File: src/rtl/instr_mem_loader_if.sv
// Byte-stream and instruction-memory write port bundle for the loader.
// master is the loader side; slave is the byte source / memory side.
interface instr_mem_loader_if;
    logic [7:0]  RxData;
    logic        RxValid;
    logic        RxReady;
    logic        MemWE;
    logic [31:0] MemAddr;
    logic [31:0] MemWData;

    modport master (
        input  RxData,
        input  RxValid,
        output RxReady,
        output MemWE,
        output MemAddr,
        output MemWData
    );

    modport slave (
        output RxData,
        output RxValid,
        input  RxReady,
        input  MemWE,
        input  MemAddr,
        input  MemWData
    );
endinterface

File: src/rtl/instr_mem_loader.sv
// Loads a framed program image (count, big-endian words, XOR checksum)
// into instruction memory while holding the CPU in reset.
module instr_mem_loader #(
    parameter int DEPTH = 128
) (
    input  logic                CLK,
    input  logic                Reset,
    input  logic                Start,
    instr_mem_loader_if.master  bus,
    output logic                CpuHold,
    output logic                Done,
    output logic                Error,
    output logic [7:0]          WordsWritten
);

    typedef enum logic [2:0] {
        IDLE,
        HDR,
        DATA,
        CHK,
        DONE,
        ERR
    } state_t;

    localparam logic [8:0] DEPTH_W = 9'(DEPTH);

    state_t      state;
    state_t      state_nx;
    logic [7:0]  word_cnt;
    logic [7:0]  word_idx;
    logic [7:0]  csum;
    logic [1:0]  byte_idx;
    logic [23:0] asm_q;
    logic        rx_ready;
    logic        accept;
    logic        start_load;
    logic        hdr_bad;
    logic        last_word;

    assign bus.RxReady = rx_ready;
    assign accept      = bus.RxValid && rx_ready;
    assign hdr_bad     = (bus.RxData == 8'd0) ||
                         ({1'b0, bus.RxData} > DEPTH_W);
    assign last_word   = (word_idx == word_cnt - 8'd1);
    assign start_load  = (state_nx == HDR) && (state != HDR);

    always_comb begin
        state_nx = state;
        rx_ready = 1'b0;
        CpuHold  = 1'b0;
        Done     = 1'b0;
        Error    = 1'b0;
        unique case (state)
            IDLE: begin
                if (Start) state_nx = HDR;
            end
            HDR: begin
                rx_ready = 1'b1;
                CpuHold  = 1'b1;
                if (accept) state_nx = hdr_bad ? ERR : DATA;
            end
            DATA: begin
                rx_ready = 1'b1;
                CpuHold  = 1'b1;
                if (accept && byte_idx == 2'd3 && last_word)
                    state_nx = CHK;
            end
            CHK: begin
                rx_ready = 1'b1;
                CpuHold  = 1'b1;
                if (accept)
                    state_nx = (bus.RxData == csum) ? DONE : ERR;
            end
            DONE: begin
                Done = 1'b1;
                if (Start) state_nx = HDR;
            end
            ERR: begin
                Error   = 1'b1;
                CpuHold = 1'b1;
                if (Start) state_nx = HDR;
            end
            default: state_nx = IDLE;
        endcase
    end

    // Reset has priority, so a write due on the reset edge is dropped.
    always_ff @(posedge CLK) begin
        if (Reset) begin
            state        <= IDLE;
            word_cnt     <= '0;
            word_idx     <= '0;
            csum         <= '0;
            byte_idx     <= '0;
            asm_q        <= '0;
            bus.MemWE    <= 1'b0;
            bus.MemAddr  <= '0;
            bus.MemWData <= '0;
            WordsWritten <= '0;
        end else begin
            state     <= state_nx;
            bus.MemWE <= 1'b0;
            if (start_load) begin
                word_idx     <= '0;
                byte_idx     <= '0;
                csum         <= '0;
                asm_q        <= '0;
                WordsWritten <= '0;
            end
            if (state == HDR && accept)
                word_cnt <= bus.RxData;
            if (state == DATA && accept) begin
                csum     <= csum ^ bus.RxData;
                asm_q    <= {asm_q[15:0], bus.RxData};
                byte_idx <= byte_idx + 2'd1;
                if (byte_idx == 2'd3) begin
                    bus.MemWE    <= 1'b1;
                    bus.MemAddr  <= {22'd0, word_idx, 2'b00};
                    bus.MemWData <= {asm_q, bus.RxData};
                    word_idx     <= word_idx + 8'd1;
                    WordsWritten <= WordsWritten + 8'd1;
                end
            end
        end
    end

endmodule

File: src/flat_wrapper.sv
// flat-port wrapper written by rule: the top's interface ports become plain ports
module instr_mem_loader_flat 
#(
    parameter int DEPTH = 128
)
  (CLK, Reset, Start, CpuHold, Done, Error, WordsWritten, bus_RxData, bus_RxValid, bus_RxReady, bus_MemWE, bus_MemAddr, bus_MemWData);
  instr_mem_loader_if bus_i ();
  input  logic CLK;
  input  logic Reset;
  input  logic Start;
  output logic CpuHold;
  output logic Done;
  output logic Error;
  output logic [7:0] WordsWritten;
  input wire logic [$bits(bus_i.RxData)-1:0] bus_RxData;
  input wire logic [$bits(bus_i.RxValid)-1:0] bus_RxValid;
  output wire logic [$bits(bus_i.RxReady)-1:0] bus_RxReady;
  output wire logic [$bits(bus_i.MemWE)-1:0] bus_MemWE;
  output wire logic [$bits(bus_i.MemAddr)-1:0] bus_MemAddr;
  output wire logic [$bits(bus_i.MemWData)-1:0] bus_MemWData;
  assign bus_i.RxData = bus_RxData;
  assign bus_i.RxValid = bus_RxValid;
  assign bus_RxReady = bus_i.RxReady;
  assign bus_MemWE = bus_i.MemWE;
  assign bus_MemAddr = bus_i.MemAddr;
  assign bus_MemWData = bus_i.MemWData;
  instr_mem_loader #(.DEPTH(DEPTH)) u_core (.CLK(CLK), .Reset(Reset), .Start(Start), .bus(bus_i), .CpuHold(CpuHold), .Done(Done), .Error(Error), .WordsWritten(WordsWritten));
endmodule
File: config.mk
export PLATFORM = sky130hd
export DESIGN_NAME = instr_mem_loader_flat
export DESIGN_NICKNAME = d
export VERILOG_FILES = /design/src/rtl/instr_mem_loader_if.sv /design/src/rtl/instr_mem_loader.sv /design/src/flat_wrapper.sv
export SDC_FILE = /design/constraint.sdc
export NUM_CORES = 1
export LEC_CHECK = 0
export ABC_AREA = 1
export CORE_MARGIN = 4
export CORE_UTILIZATION = 35
export CTS_CLUSTER_DIAMETER = 80
export DETAILED_ROUTE_END_ITERATION = 16
export PLACE_DENSITY_LB_ADDON = 0.1
export SLEW_MARGIN = 20
export SYNTH_ARGS = -nofsm -noshare
export SYNTH_HDL_FRONTEND = slang
export SYNTH_SLANG_ARGS = --single-unit
File: constraint.sdc
create_clock -name CLK -period 5.1 [get_ports CLK]
set_clock_uncertainty 0.2 [all_clocks]
set_input_delay 1.02 -clock CLK [delete_from_list [all_inputs] [get_ports CLK]]
set_output_delay 1.02 -clock CLK [all_outputs]
set_load 0.05 [all_outputs]
=== Word-level counts from Yosys, hierarchy flattened ===
Index checks and enable logic that the tools add are counted.

* $add $sub $neg: 4
* Bitwise logic cells: 2
* Reduce and logical (&&, ||, !) cells: 15
* Muxes and demuxes: 24
* Order comparisons: 1
* Equal/unequal tests: 10

{| class="wikitable"
|+ Operators by type and width
! cell !! number
|-
| 8-bit 2-to-1 mux || 8
|-
| 24-bit 2-to-1 mux || 2
|-
| 8-bit by 1-bit adder with 8-bit output, second input constant || 2
|-
| 8-bit equality test || 2
|-
| 3-bit 2-to-1 mux || 5
|-
| 3-bit one-hot mux with 4 select lines || 1
|-
| 8-bit greater-than comparator, second input constant || 1
|-
| 8-bit zero test || 1
|-
| 8-bit by 1-bit subtractor with 8-bit output, second input constant || 1
|-
| 8-bit bitwise XOR || 1
|-
| 3-bit by 1-bit equality test with 1-bit output, second input constant || 2
|-
| 3-bit by 2-bit equality test with 1-bit output, second input constant || 2
|-
| 3-bit equality test, second input constant || 2
|-
| 1-bit logical AND || 6
|-
| 1-bit 2-to-1 mux || 6
|-
| 3-bit OR reduction || 2
|-
| 2-bit 2-to-1 mux || 2
|-
| 4-bit OR reduction || 1
|-
| 3-bit zero test || 1
|-
| 3-bit by 1-bit inequality test with 1-bit output, second input constant || 1
|-
| 2-bit by 1-bit adder with 2-bit output, second input constant || 1
|-
| 2-bit equality test, second input constant || 1
|-
| 2-bit AND reduction || 1
|-
| 2-bit nonzero test || 1
|-
| other kinds (3) || 3
|}

* Word-level logic and storage cells: 66
* Bits of input ports: 12
* Output and inout port bits: 77
* Bits in registers: 102

=== Logic depth before layout (Yosys ltp) ===
Gate-level depths: netlist of the first run.

* Depth after elaboration: 13
* Mapped depth: 16
* Gate-level depth less buffers: 15

=== Least setup slack after synthesis of the first run ===
Ideal clock, no wire load.

* Path kind: reg-to-output
* Start point: reg u_core.state[2]
* End point: out Done
* Stages on the path, launching flop included: 3
* Path slack: 2,337 ps
* Buffers on the path: 0
* Arrival time: 1,543 ps
* Cell sequence: dfxtp_1 inv_2 nor3_1

* Word-level cells in the longest chain between the ends: 2

{| class="wikitable"
|+ Ends and longest elaborated chain
! item !! RTL line !! source
|-
| from (decl) || instr_mem_loader.sv:27 || <nowiki>state_t state;</nowiki>
|-
| from (signal assigned) || instr_mem_loader.sv:101 || <nowiki>state <= state_nx;</nowiki>
|-
| 3-bit equality test || instr_mem_loader.sv:53 || <nowiki>unique case (state)</nowiki>
|-
| 1-bit 2-to-1 mux || instr_mem_loader.sv:53 ||
|-
| to (decl) || flat_wrapper.sv:12 || <nowiki>output logic Done;</nowiki>
|}

No other way between the ends.

=== Worst setup path after layout of the first run ===
* Start point: in bus_RxValid
* End point: reg u_core.word_idx[7]

* Word-level cells in the longest chain between the ends: 10
* Elaborated cells between the ends (all ways): 13
* Classes of those cells: eq/ne (1); mux (7); reduce/logical (5)

{| class="wikitable"
|+ Ends and longest elaborated chain
! item !! RTL line !! source
|-
| from (decl) || flat_wrapper.sv:16 || <nowiki>input wire logic [$bits(bus_i.RxValid)-1:0] bus_RxValid;</nowiki>
|-
| 1-bit logical AND (*) || instr_mem_loader.sv:41 || <nowiki>assign accept = bus.RxValid && rx_ready;</nowiki>
|-
| 1-bit logical AND (2 in a row) || instr_mem_loader.sv:65 || <nowiki>if (accept && byte_idx == 2'd3 && last_word)</nowiki>
|-
| 3-bit 2-to-1 mux || instr_mem_loader.sv:65 ||
|-
| 3-bit one-hot mux with 4 select lines || instr_mem_loader.sv:53 ||
|-
| 3-bit by 1-bit equality test with 1-bit output || instr_mem_loader.sv:45 || <nowiki>assign start_load = (state_nx == HDR) && (state != HDR);</nowiki>
|-
| 1-bit logical AND || instr_mem_loader.sv:45 ||
|-
| 8-bit 2-to-1 mux || instr_mem_loader.sv:103 || <nowiki>if (start_load) begin</nowiki>
|-
| 8-bit 2-to-1 mux || instr_mem_loader.sv:116 || <nowiki>if (byte_idx == 2'd3) begin</nowiki>
|-
| 8-bit 2-to-1 mux (*) || instr_mem_loader.sv:112 || <nowiki>if (state == DATA && accept) begin</nowiki>
|-
| to (signal assigned) || instr_mem_loader.sv:120 || <nowiki>word_idx <= word_idx + 8'd1;</nowiki>
|-
| to (decl) || instr_mem_loader.sv:30 || <nowiki>logic [7:0] word_idx;</nowiki>
|}

Mark *: on every way between the ends. The rest lies on a longest branch, timed or not.
A chain may end at the register's enable or synchronous reset.

==> results of run 1 <==
-- worst min-delay path: stages, from the launching register on --
cell and delay (ps):
dfxtp_1 310, nand2_1 60, a21oi_1 50
-- per-layer routing --
metal	vias up	track usage
met5	-	0
met4	0	0.03521
met1	1899	0.2010
li1	2138	-
met3	11	0.03985
met2	90	0.2387
-- where the power goes --
group,total (uW),internal (uW),switching [uW]
Sequential,817,805,11.7
Clock,638,344,294
Combinational,266,64.7,201
-- synth_stat cells (4+ instances only) --
master    number
nand2_1      165
dfxtp_1      102
nand3_1       47
nand3_2       41
a21oi_2       40
a21oi_1       36
inv_1         36
buf_4         29
nor2_1        26
o21ai_0       25
clkbuf_1      16
o21ai_1       11
inv_2          9
xor2_1         6
nor2_2         5
buf_12         4
ha_1           4
nand2_2        4
nor3_1         4
-- state kept, by name (all words and copies together) (netlist names) --
| signal | cells |
|---|---|
| u_core.WordsWritten | 8 |
| u_core.asm_q | 24 |
| u_core.bus.MemAddr | 8 |
| u_core.bus.MemWData | 32 |
| u_core.bus.MemWE | 1 |
| u_core.byte_idx | 2 |
| u_core.csum | 8 |
| u_core.state | 3 |
| u_core.word_cnt | 8 |
| u_core.word_idx | 8 |
-- how the worst max path moves through the flow --
stage	endpoint	slack (ps)	depth (start not counted)
2_1_floorplan	Done	2340	2
3_3_place_gp	u_core.word_idx[7]	1510	11
3_5_place_dp	u_core.word_idx[7]	1460	11
4_1_cts	u_core.word_idx[7]	1810	11
5_1_grt	u_core.word_idx[7]	1630	11
6_report	u_core.word_idx[7]	1840	11
-- per-stage QoR --
stage / setup slack (ps) / utilization / cells / cell area (sq um)
after global placement: 1512 / 0.4043 / 858 / 5677
after floorplan: 2337 / - / 664 / 5180
final: 1840 / 0.4235 / 874 / 5947
after CTS: 1811 / 0.4235 / 874 / 5947
after global routing: 1634 / 0.4235 / 874 / 5947
after detailed placement: 1463 / 0.4043 / 858 / 5677
-- area by class of cell --
type                    instances  area, sq um  area share
multi-input cells             458         2535      0.4263
repair buffers                 70        680.7      0.1145
clock buffers                  13        250.2     0.04208
clock inverters                 3        20.02    0.003366
inverters                      48        193.9     0.03261
well taps                     180        225.2     0.03787
flip-flops and latches        102         2042      0.3434
-- cells by family after synthesis --
| family | synth area share |
|---|---|
| AND/OR/NAND/NOR | 0.3100 |
| adder cells (fa/ha/maj) | 0.009826 |
| flip-flops | 0.4009 |
| XOR/XNOR | 0.01548 |
| buffers and inverters | 0.1184 |
| AO/OA/AOI/OAI | 0.1447 |
| other | 0.0007362 |
==> Flow_metrics.wiki, run 1 <==
{| class="wikitable"
! Metric !! Value
|-
| Residual antenna-violating net count after detailed routing || 0
|-
| Highest fanout seen on the critical path || 34
|-
| Overall fraction of global-route tracks in use || 0.1489
|-
| Count of buffering cells on the critical path with inverters included || 5
|-
| Die Outline Area || 16550 sq um
|-
| Flip-flop cell with the highest count after synthesis || dfxtp_1
|-
| Final-layout worst hold slack || 265.4 ps
|-
| Synthesized area per cell || 7.946 sq um
|-
| Top Ports || 89
|-
| Beginning of the critical path || bus_RxValid
|-
| Number of buffer cells added on primary ports || 64
|-
| Hold Path Depth || 2
|-
| First-pass GRT wire length || 20060 um
|-
| Clock period minus final worst setup slack || 3260 ps
|-
| Hold Vio Cnt, Final || 0
|-
| Met3 layer wire length in the routed design || 616 um
|-
| Number of CTS-inserted buffers || 9
|-
| Number of cells on the worst reg-to-reg path || 10
|-
| Result of the run || completed
|-
| Most frequent cells in the layout || nand2_1 (165), dfxtp_1 (102), clkdlybuf4s50_1 (63)
|-
| Bufs on Longest Clock Path || 2
|-
| Final setup TNS || 0 ps
|-
| Total congestion overflow || 0
|-
| Number of clock sinks || 102
|-
| Critical path's top delay family || buffers and inverters
|-
| Max Transition Viols Final || 0
|-
| Yosys reg bits || 102
|-
| List of cells traversed by the critical path || clkdlybuf4s50_1, inv_2, nor2_4, buf_4, nand2_2, buf_4, inv_2, nand2_1, nor2_1, o21ai_1, nor3b_1
|-
| Power, Total || 1721 uW
|-
| Crit Path Category || input port to flop
|-
| FF-to-FF Start || u_core.state[1]
|-
| Total of warnings raised by yosys || 0
|-
| Max transition margin || 0.4204
|-
| Core footprint || 14040 sq um
|-
| Sequential share of the synthesized area || 0.4009
|-
| Diodes inserted || 0
|-
| Measured slew at the worst slew-check pin || 869.4 ps
|-
| Total number of nets in the final design || 705
|-
| Worst-skew pair later-pin latency || 340 ps
|-
| Metal-1 WL || 5784 um
|-
| Chip Height || 128.6 um
|-
| Leading cell type in the layout, fill and taps excluded || nand2_1
|-
| Drt initial violations || 249
|-
| Number of H-tree branching levels || 3
|-
| Area added between synthesis and finish || 16.75%
|-
| Setup repair after global routing missed its margin || no
|-
| Number of distinct library cell variants in the gate-level netlist after synthesis || 38
|-
| Resized Gates After CTS || 0
|-
| Vias per inst || 4.735
|-
| Iteration count of the initial detailed-routing pass || 6
|-
| Worst ir drop on vdd || 0.0001442 V
|-
| Number of antenna violations at the first check in global routing || 0
|-
| Number of enable flip-flop cells after synthesis || 0
|-
| DRC violation count after routing || 0
|-
| Fraction of layout cells with a size suffix above 1 || 0.1830
|-
| Initial cell density of the core || 0.3627
|-
| CP max stage delay || 530 ps
|-
| Cell type with the largest total area after synthesis || dfxtp_1
|-
| Met2 WL post-DR || 5477 um
|-
| Start point of the worst hold path || u_core.bus.MemWData[30]
|-
| LEAKAGE || 0.002176 uW
|-
| Routed via count || 4138
|-
| Uppermost layer routed || met4
|-
| Setup fix buffers added after clock tree synthesis || 0
|-
| Internal reg-to-reg setup slack || 2460 ps
|-
| TritonCTS clock tree || yes
|-
| Worst Hold Endpoint || u_core.bus.MemWData[30]
|-
| Number of cell rows || 43
|-
| Synth top area share || 0.4009
|-
| Die boundary width || 128.6 um
|-
| Filler cell count in the final layout || 1473
|-
| Final setup violation count || 0
|-
| Routed length per placed instance || 13.75 um
|-
| Critical-path cell with the highest stage delay || clkdlybuf4s50_1
|-
| Max-cap viol count || 0
|-
| Fin crit share || 0.6392
|-
| Worst hold-check path type || flop to flop
|-
| Type of origin of the critical path || input port
|-
| Data arrival at the endpoint of the critical path || 3330 ps
|-
| CP required || 5170 ps
|-
| Pwr per Cell Area || 289.4 nW/um^2
|-
| Number of instances in the synthesized netlist || 641
|-
| CP endpoint kind || flop
|-
| Clock transition at the register clock pins on the worst setup and hold paths after CTS || 60 ps
|-
| Routed wire length || 12020 um
|-
| Pin count of the biggest net entering global routing || 59
|-
| Number of global-route vias before repair || 4070
|-
| Highest clock frequency the design can meet || 0.3067 GHz
|-
| Area of the mapped netlist || 5094 sq um
|-
| Final Wtd Congestion || 0.8209
|-
| CTS Hold Buffers Added || 0
|-
| Most area-consuming cells after synthesis || dfxtp_1 (40%), nand2_1 (12%), nand3_2 (8.1%), a21oi_2 (6.9%), nand3_1 (4.6%)
|-
| Post-detailed-placement half-perimeter wirelength || 8354 um
|-
| Clock tree root driver cell || clkbuf_16
|-
| Endpoint of the worst-slack reg-to-reg timing path || u_core.word_idx[7]
|-
| Async S/R FF share, synth || 0
|}
Note: power is estimated with default switching activity, not from simulation.
==> inputs of run 2 (changes only) <==
clock period = 2.6 ns   (was 5.1 ns; I/O delays follow)
==> Flow_metrics.wiki, run 2 (synthesis gave the netlist of run 1 again) <==
{| class="wikitable"
! Metric !! Value
|-
| Result of the run || completed
|-
| Pin count of the biggest net entering global routing || 33 (-44%)
|-
| Overall fraction of global-route tracks in use || 0.1565 (+0.007564)
|-
| Routed length per placed instance || 13.92 um (+1.2%)
|-
| Routed wire length || 12570 um (+4.6%)
|-
| LEAKAGE || 0.002359 uW (+8.4%)
|-
| Type of origin of the critical path || flop
|-
| Number of antenna violations at the first check in global routing || 0 (unchanged)
|-
| Resized Gates After CTS || 0 (unchanged)
|-
| Highest fanout seen on the critical path || 5 (-85%)
|-
| Most frequent cells in the layout || nand2_1 (165), dfxtp_1 (102), clkdlybuf4s50_1 (59)
|-
| Measured slew at the worst slew-check pin || 520.3 ps (-349.2 ps)
|-
| Data arrival at the endpoint of the critical path || 1610 ps (-1720 ps)
|-
| Hold Vio Cnt, Final || 0 (unchanged)
|-
| Initial cell density of the core || 0.3627 (unchanged)
|-
| Post-detailed-placement half-perimeter wirelength || 9313 um (+11%)
|-
| Die Outline Area || 16550 sq um (unchanged)
|-
| Routed via count || 4242 (+2.5%)
|-
| Final cell area excluding filler cells || 6228 sq um (+4.7%)
|-
| Final cell count without fillers || 903 (+3.3%)
|-
| Cells after DPL || 889 (+3.6%)
|-
| Drt initial violations || 227 (-8.8%)
|-
| Internal reg-to-reg setup slack || 320 ps (-2140 ps)
|-
| Setup fix buffers added after clock tree synthesis || 0 (unchanged)
|-
| Vias per inst || 4.698 (-0.78%)
|-
| Total number of nets in the final design || 736 (+4.4%)
|-
| FF-to-FF Start || u_core.word_cnt[0]
|-
| Clock tree root driver cell || clkbuf_16
|-
| Clock period minus final worst setup slack || 2327 ps
|-
| Highest clock frequency the design can meet || 0.4298 GHz
|-
| Cell area after placement || 5949 sq um (+4.8%)
|-
| Fraction of layout cells with a size suffix above 1 || 0.2241 (+0.04107)
|-
| Crit Path Category || flop to output port
|-
| Start point of the worst hold path || u_core.bus.MemWData[29]
|-
| Core footprint || 14040 sq um (unchanged)
|-
| Pwr per Cell Area || 567.4 nW/um^2 (+96%)
|-
| Number of flip-flops in the largest register || 32 (unchanged)
|-
| Diodes inserted || 0 (unchanged)
|-
| Number of cell rows || 43 (unchanged)
|-
| Area added between synthesis and finish || 22.28%
|-
| Number of buffer cells added on primary ports || 64 (unchanged)
|-
| Bufs on Longest Clock Path || 2 (unchanged)
|-
| Top reg by flops || u_core.bus.MemWData
|-
| Die boundary width || 128.6 um (unchanged)
|-
| Worst Hold Endpoint || u_core.bus.MemWData[29]
|-
| Top Ports || 89 (unchanged)
|-
| Critical-path cell with the highest stage delay || clkdlybuf4s50_1
|-
| Number of H-tree branching levels || 3 (unchanged)
|-
| CP endpoint kind || output port
|-
| CP required || 1880 ps (-3290 ps)
|-
| TritonCTS clock tree || yes
|-
| Number of CTS-inserted buffers || 9 (unchanged)
|-
| Total congestion overflow || 0 (unchanged)
|-
| Number of clock sinks || 102 (unchanged)
|-
| Chip Height || 128.6 um (unchanged)
|-
| Residual antenna-violating net count after detailed routing || 0 (unchanged)
|-
| Worst ir drop on vdd || 0.0003161 V (+120%)
|-
| Number of cells on the worst reg-to-reg path || 15 (+5)
|-
| Leading cell type in the layout, fill and taps excluded || nand2_1
|-
| Final setup violation count || 0 (unchanged)
|-
| Worst hold-check path type || flop to flop
|-
| Count of buffering cells on the critical path with inverters included || 1 (-4)
|-
| Number of global-route vias before repair || 4089 (+0.47%)
|-
| Hold Path Depth || 2 (unchanged)
|-
| Final Wtd Congestion || 0.8705 (+6.0%)
|-
| Worst-skew pair later-pin latency || 350 ps (about the same)
|-
| Filler cell count in the final layout || 1439 (-2.3%)
|-
| Endpoint of the worst-slack reg-to-reg timing path || u_core.asm_q[0]
|-
| Iteration count of the initial detailed-routing pass || 5 (-1)
|-
| CTS Hold Buffers Added || 0 (unchanged)
|-
| First-pass GRT wire length || 20840 um (+3.9%)
|-
| Final setup TNS || 0 ps (unchanged)
|-
| Biggest regs || u_core.bus.MemWData x32, u_core.asm_q x24
|-
| Clock transition at the register clock pins on the worst setup and hold paths after CTS || 70 ps (about the same)
|-
| Fin crit share || 0.8949
|-
| Setup repair after global routing missed its margin || no
|-
| Power, Total || 3534 uW (+110%)
|-
| Max-cap viol count || 0 (unchanged)
|-
| CP max stage delay || 840 ps (+310 ps)
|-
| Max transition margin || 0.6521 (+0.2317)
|-
| Max Transition Viols Final || 0 (unchanged)
|-
| Stages on the worst setup path || 1 (-10)
|-
| DRC violation count after routing || 0 (unchanged)
|-
| Critical path's top delay family || buffers and inverters
|-
| List of cells traversed by the critical path || clkdlybuf4s50_1
|}
run 2: worst max-delay path by stage:
stage / endpoint / slack [ps] / from
global placement: u_core.asm_q[9] / -30 / bus_RxData[6]
floorplan: Done / 340 / u_core.state[2]
CTS: WordsWritten[0] / 250 / u_core.WordsWritten[0]
global route: u_core.asm_q[18] / 60 / bus_RxData[6]
detailed placement: u_core.asm_q[18] / -80 / bus_RxData[6]
finish: WordsWritten[0] / 270 / u_core.WordsWritten[0]
run 2: layer usage:
layer / vias to the layer above / share of wire / track usage
li1: 2200 / - / -
met1: 1951 / 0.50 / 0.2222
met2: 79 / 0.44 / 0.2372
met3: 12 / 0.044 / 0.03487
met4: 0 / 0.013 / 0.04880
met5: - / 0 / 0
run 2: cell type report:
cell class / instances / area [sq um] / share of cell area
Sequential cell: 102 / 2042 / 0.3278
Tap cell: 180 / 225.2 / 0.03616
Multi-Input combinational cell: 458 / 2535 / 0.4070
Inverter: 48 / 193.9 / 0.03114
Timing Repair Buffer: 101 / 953.4 / 0.1531
Clock buffer: 10 / 229.0 / 0.03676
Clock inverter: 4 / 50.05 / 0.008035
run 2: power by group:
group | internal, uW | leakage (uW) | switching (uW)
sequential | 1580 | 0.000823 | 24.3
clock | 734 | 0.000130 | 572
combinational | 205 | 0.00141 | 419
run 2: through the flow:
| step | util | hold slack [ps] | worst slack, ps |
|---|---|---|---|
| 6_report | 0.4436 | 265.0 | 273.2 |
| 5_1_grt | 0.4436 | 287.2 | 60.87 |
| 4_1_cts | 0.4436 | 266.0 | 250.1 |
| 3_5_place_dp | 0.4237 | 256.1 | -81.59 |
| 3_3_place_gp | 0.4237 | 253.7 | -31.64 |
| 2_1_floorplan | - | 244.3 | 337.1 |
run 2: tightest hold or removal path: cells and delay by family (launching register included):
kind	cells	cell delay (ps)
AOI/OAI and AO/OA	1	50
DFF	1	310
and+or+nand+nor	1	60
==> inputs of run 3 (changes only) <==
CORE_ASPECT_RATIO = 2   (was not set)
==> Flow_metrics.wiki, run 3 (synthesis gave the netlist of run 1 again) <==
{| class="wikitable"
! Metric !! Value
|-
| Post-detailed-placement half-perimeter wirelength || 9820 um (+5.4%)
|-
| Setup repair after global routing missed its margin || no
|-
| Crit Path Category || input port to flop
|-
| DRC violation count after routing || 0 (unchanged)
|-
| Fraction of layout cells with a size suffix above 1 || 0.2244 (+0.0003103)
|-
| Number of CTS-inserted buffers || 9 (unchanged)
|-
| Leading cell type in the layout, fill and taps excluded || nand2_1
|-
| Filler cell count in the final layout || 1463 (+1.7%)
|-
| Iteration count of the initial detailed-routing pass || 4 (-1)
|-
| Measured slew at the worst slew-check pin || 869.7 ps (+349.5 ps)
|-
| List of cells traversed by the critical path || clkdlybuf4s50_1, inv_1, nand2_1, nand2_1, nand2_1, nor2_1, nand3_1, nand2_1, nand2_1, clkinv_1, nand3_4, nand2_8, buf_12, nand3_1, a21oi_1
|-
| Die boundary width || 93.31 um (-27%)
|-
| Total congestion overflow || 0 (unchanged)
|-
| Top reg by flops || u_core.bus.MemWData
|-
| Result of the run || completed
|-
| Overall fraction of global-route tracks in use || 0.1636 (+0.007096)
|-
| Bufs on Longest Clock Path || 2 (unchanged)
|-
| Routed via count || 4318 (+1.8%)
|-
| Number of flip-flops in the largest register || 32 (unchanged)
|-
| Diodes inserted || 0 (unchanged)
|-
| CP required || 2670 ps (+790 ps)
|-
| Clock tree root driver cell || clkbuf_16
|-
| Worst ir drop on vdd || 0.0002714 V (-14%)
|-
| Fin crit share || 0.9069 (+0.01196)
|-
| CTS Hold Buffers Added || 0 (unchanged)
|-
| Drt initial violations || 165 (-27%)
|-
| Top Ports || 89 (unchanged)
|-
| Highest clock frequency the design can meet || 0.4241 GHz (-1.3%)
|-
| Core footprint || 14350 sq um (+2.2%)
|-
| Worst-skew pair later-pin latency || 340 ps (about the same)
|-
| Cells after DPL || 898 (+1.0%)
|-
| Post-Place Worst Slack || -140.7 ps (-59.16 ps)
|-
| Max-cap viol count || 0 (unchanged)
|-
| Max transition margin || 0.4202 (-0.2319)
|-
| Die Outline Area || 16660 sq um (+0.71%)
|-
| Number of clock sinks || 102 (unchanged)
|-
| Number of antenna violations at the first check in global routing || 0 (unchanged)
|-
| Final Wtd Congestion || 0.8148 (-6.4%)
|-
| Number of H-tree branching levels || 3 (unchanged)
|-
| Chip Height || 178.6 um (+39%)
|-
| Most prevalent standard cell on the critical path || nand2_1
|-
| Hold Vio Cnt, Final || 0 (unchanged)
|-
| First-pass GRT wire length || 21380 um (+2.6%)
|-
| Most frequent cells in the layout || nand2_1 (165), dfxtp_1 (102), clkdlybuf4s50_1 (59)
|-
| Final setup violation count || 0 (unchanged)
|-
| Vias per inst || 4.724 (+0.57%)
|-
| Setup fix buffers added after clock tree synthesis || 0 (unchanged)
|-
| Smallest setup slack after layout || 242.1 ps (-31.09 ps)
|-
| Number of cell rows || 62 (+44%)
|-
| LEAKAGE || 0.002368 uW (+0.39%)
|-
| Routed length per placed instance || 14.34 um (+3.0%)
|-
| CP endpoint kind || flop
|-
| Total number of nets in the final design || 733 (-0.41%)
|-
| Pin count of the biggest net entering global routing || 59 (+79%)
|-
| Initial cell density of the core || 0.3549 (-0.007811)
|-
| Residual antenna-violating net count after detailed routing || 0 (unchanged)
|-
| Number of global-route vias before repair || 4216 (+3.1%)
|-
| Resized Gates After CTS || 0 (unchanged)
|-
| Critical-path cell with the highest stage delay || clkdlybuf4s50_1
|-
| Routed wire length || 13110 um (+4.3%)
|-
| Number of buffer cells added on primary ports || 64 (unchanged)
|-
| Area added between synthesis and finish || 23.04%
|-
| Biggest regs || u_core.bus.MemWData x32, u_core.asm_q x24
|-
| Type of origin of the critical path || input port
|-
| Highest fanout seen on the critical path || 20 (+15)
|-
| Worst hold-check path type || flop to flop
|-
| Final cell count without fillers || 914 (+1.2%)
|-
| Max Transition Viols Final || 0 (unchanged)
|-
| Data arrival at the endpoint of the critical path || 2430 ps (+820 ps)
|-
| TritonCTS clock tree || yes
|-
| Clock transition at the register clock pins on the worst setup and hold paths after CTS || 80 ps (about the same)
|-
| CP max stage delay || 480 ps (-360 ps)
|-
| Pwr per Cell Area || 569.6 nW/um^2 (+0.40%)
|-
| Clock period minus final worst setup slack || 2358 ps (+31.09 ps)
|}
[run 3: layout make-up]
| cell class | instances | area (sq um) | area share |
|---|---|---|---|
| repair buffers | 98 | 955.9 | 0.1525 |
| inverters | 48 | 193.9 | 0.03094 |
| clock buffers | 9 | 225.2 | 0.03594 |
| well taps | 192 | 240.2 | 0.03833 |
| clock inverters | 7 | 75.07 | 0.01198 |
| multi-input cells | 458 | 2535 | 0.4045 |
| flip-flops and latches | 102 | 2042 | 0.3258 |
[run 3: critical path, delay by kind of cell]
kind                   cells  cell delay, ps
and+or+nand+nor           10             840
AOI/OAI and AO/OA          1             130
buffers and inverters      4             920
[run 3: power by group]
group	internal [uW]	switching, uW
logic	187	415
registers	1580	23.2
clock network	685	682
[run 3: stage by stage]
step	hold WS, ps	setup TNS (ps)	area (sq um)	power [uW]	util
final	265.5	0	6267	3570	0.4367
after CTS	269.8	0	6267	3615	0.4367
after detailed placement	257.0	-5130	5967	2249	0.4158
after floorplan	244.3	0	5180	2155	-
after global routing	286.6	0	6267	3722	0.4367
after global placement	257.5	-4843	5967	2247	0.4158
[run 3: path summary, 6_finish.rpt]
check                                          endpoint  slack (ps)               startpoint  depth (start not counted)
worst max-delay path             u_core.WordsWritten[4]         240            bus_RxData[6]                         15
worst min-delay path            u_core.bus.MemWData[27]         270  u_core.bus.MemWData[27]                          2
worst max register to register   u_core.WordsWritten[4]         280       u_core.word_cnt[0]                         15
worst min register to register  u_core.bus.MemWData[27]         270  u_core.bus.MemWData[27]                          2
[run 3: routing by layer]
metal,wire (um),track usage,vias to the layer above
li1,-,-,2194
met1,5031,0.1732,2027
met2,7473,0.3182,81
met3,335,0.02068,16
met4,265,0.06300,0
met5,0,0,-
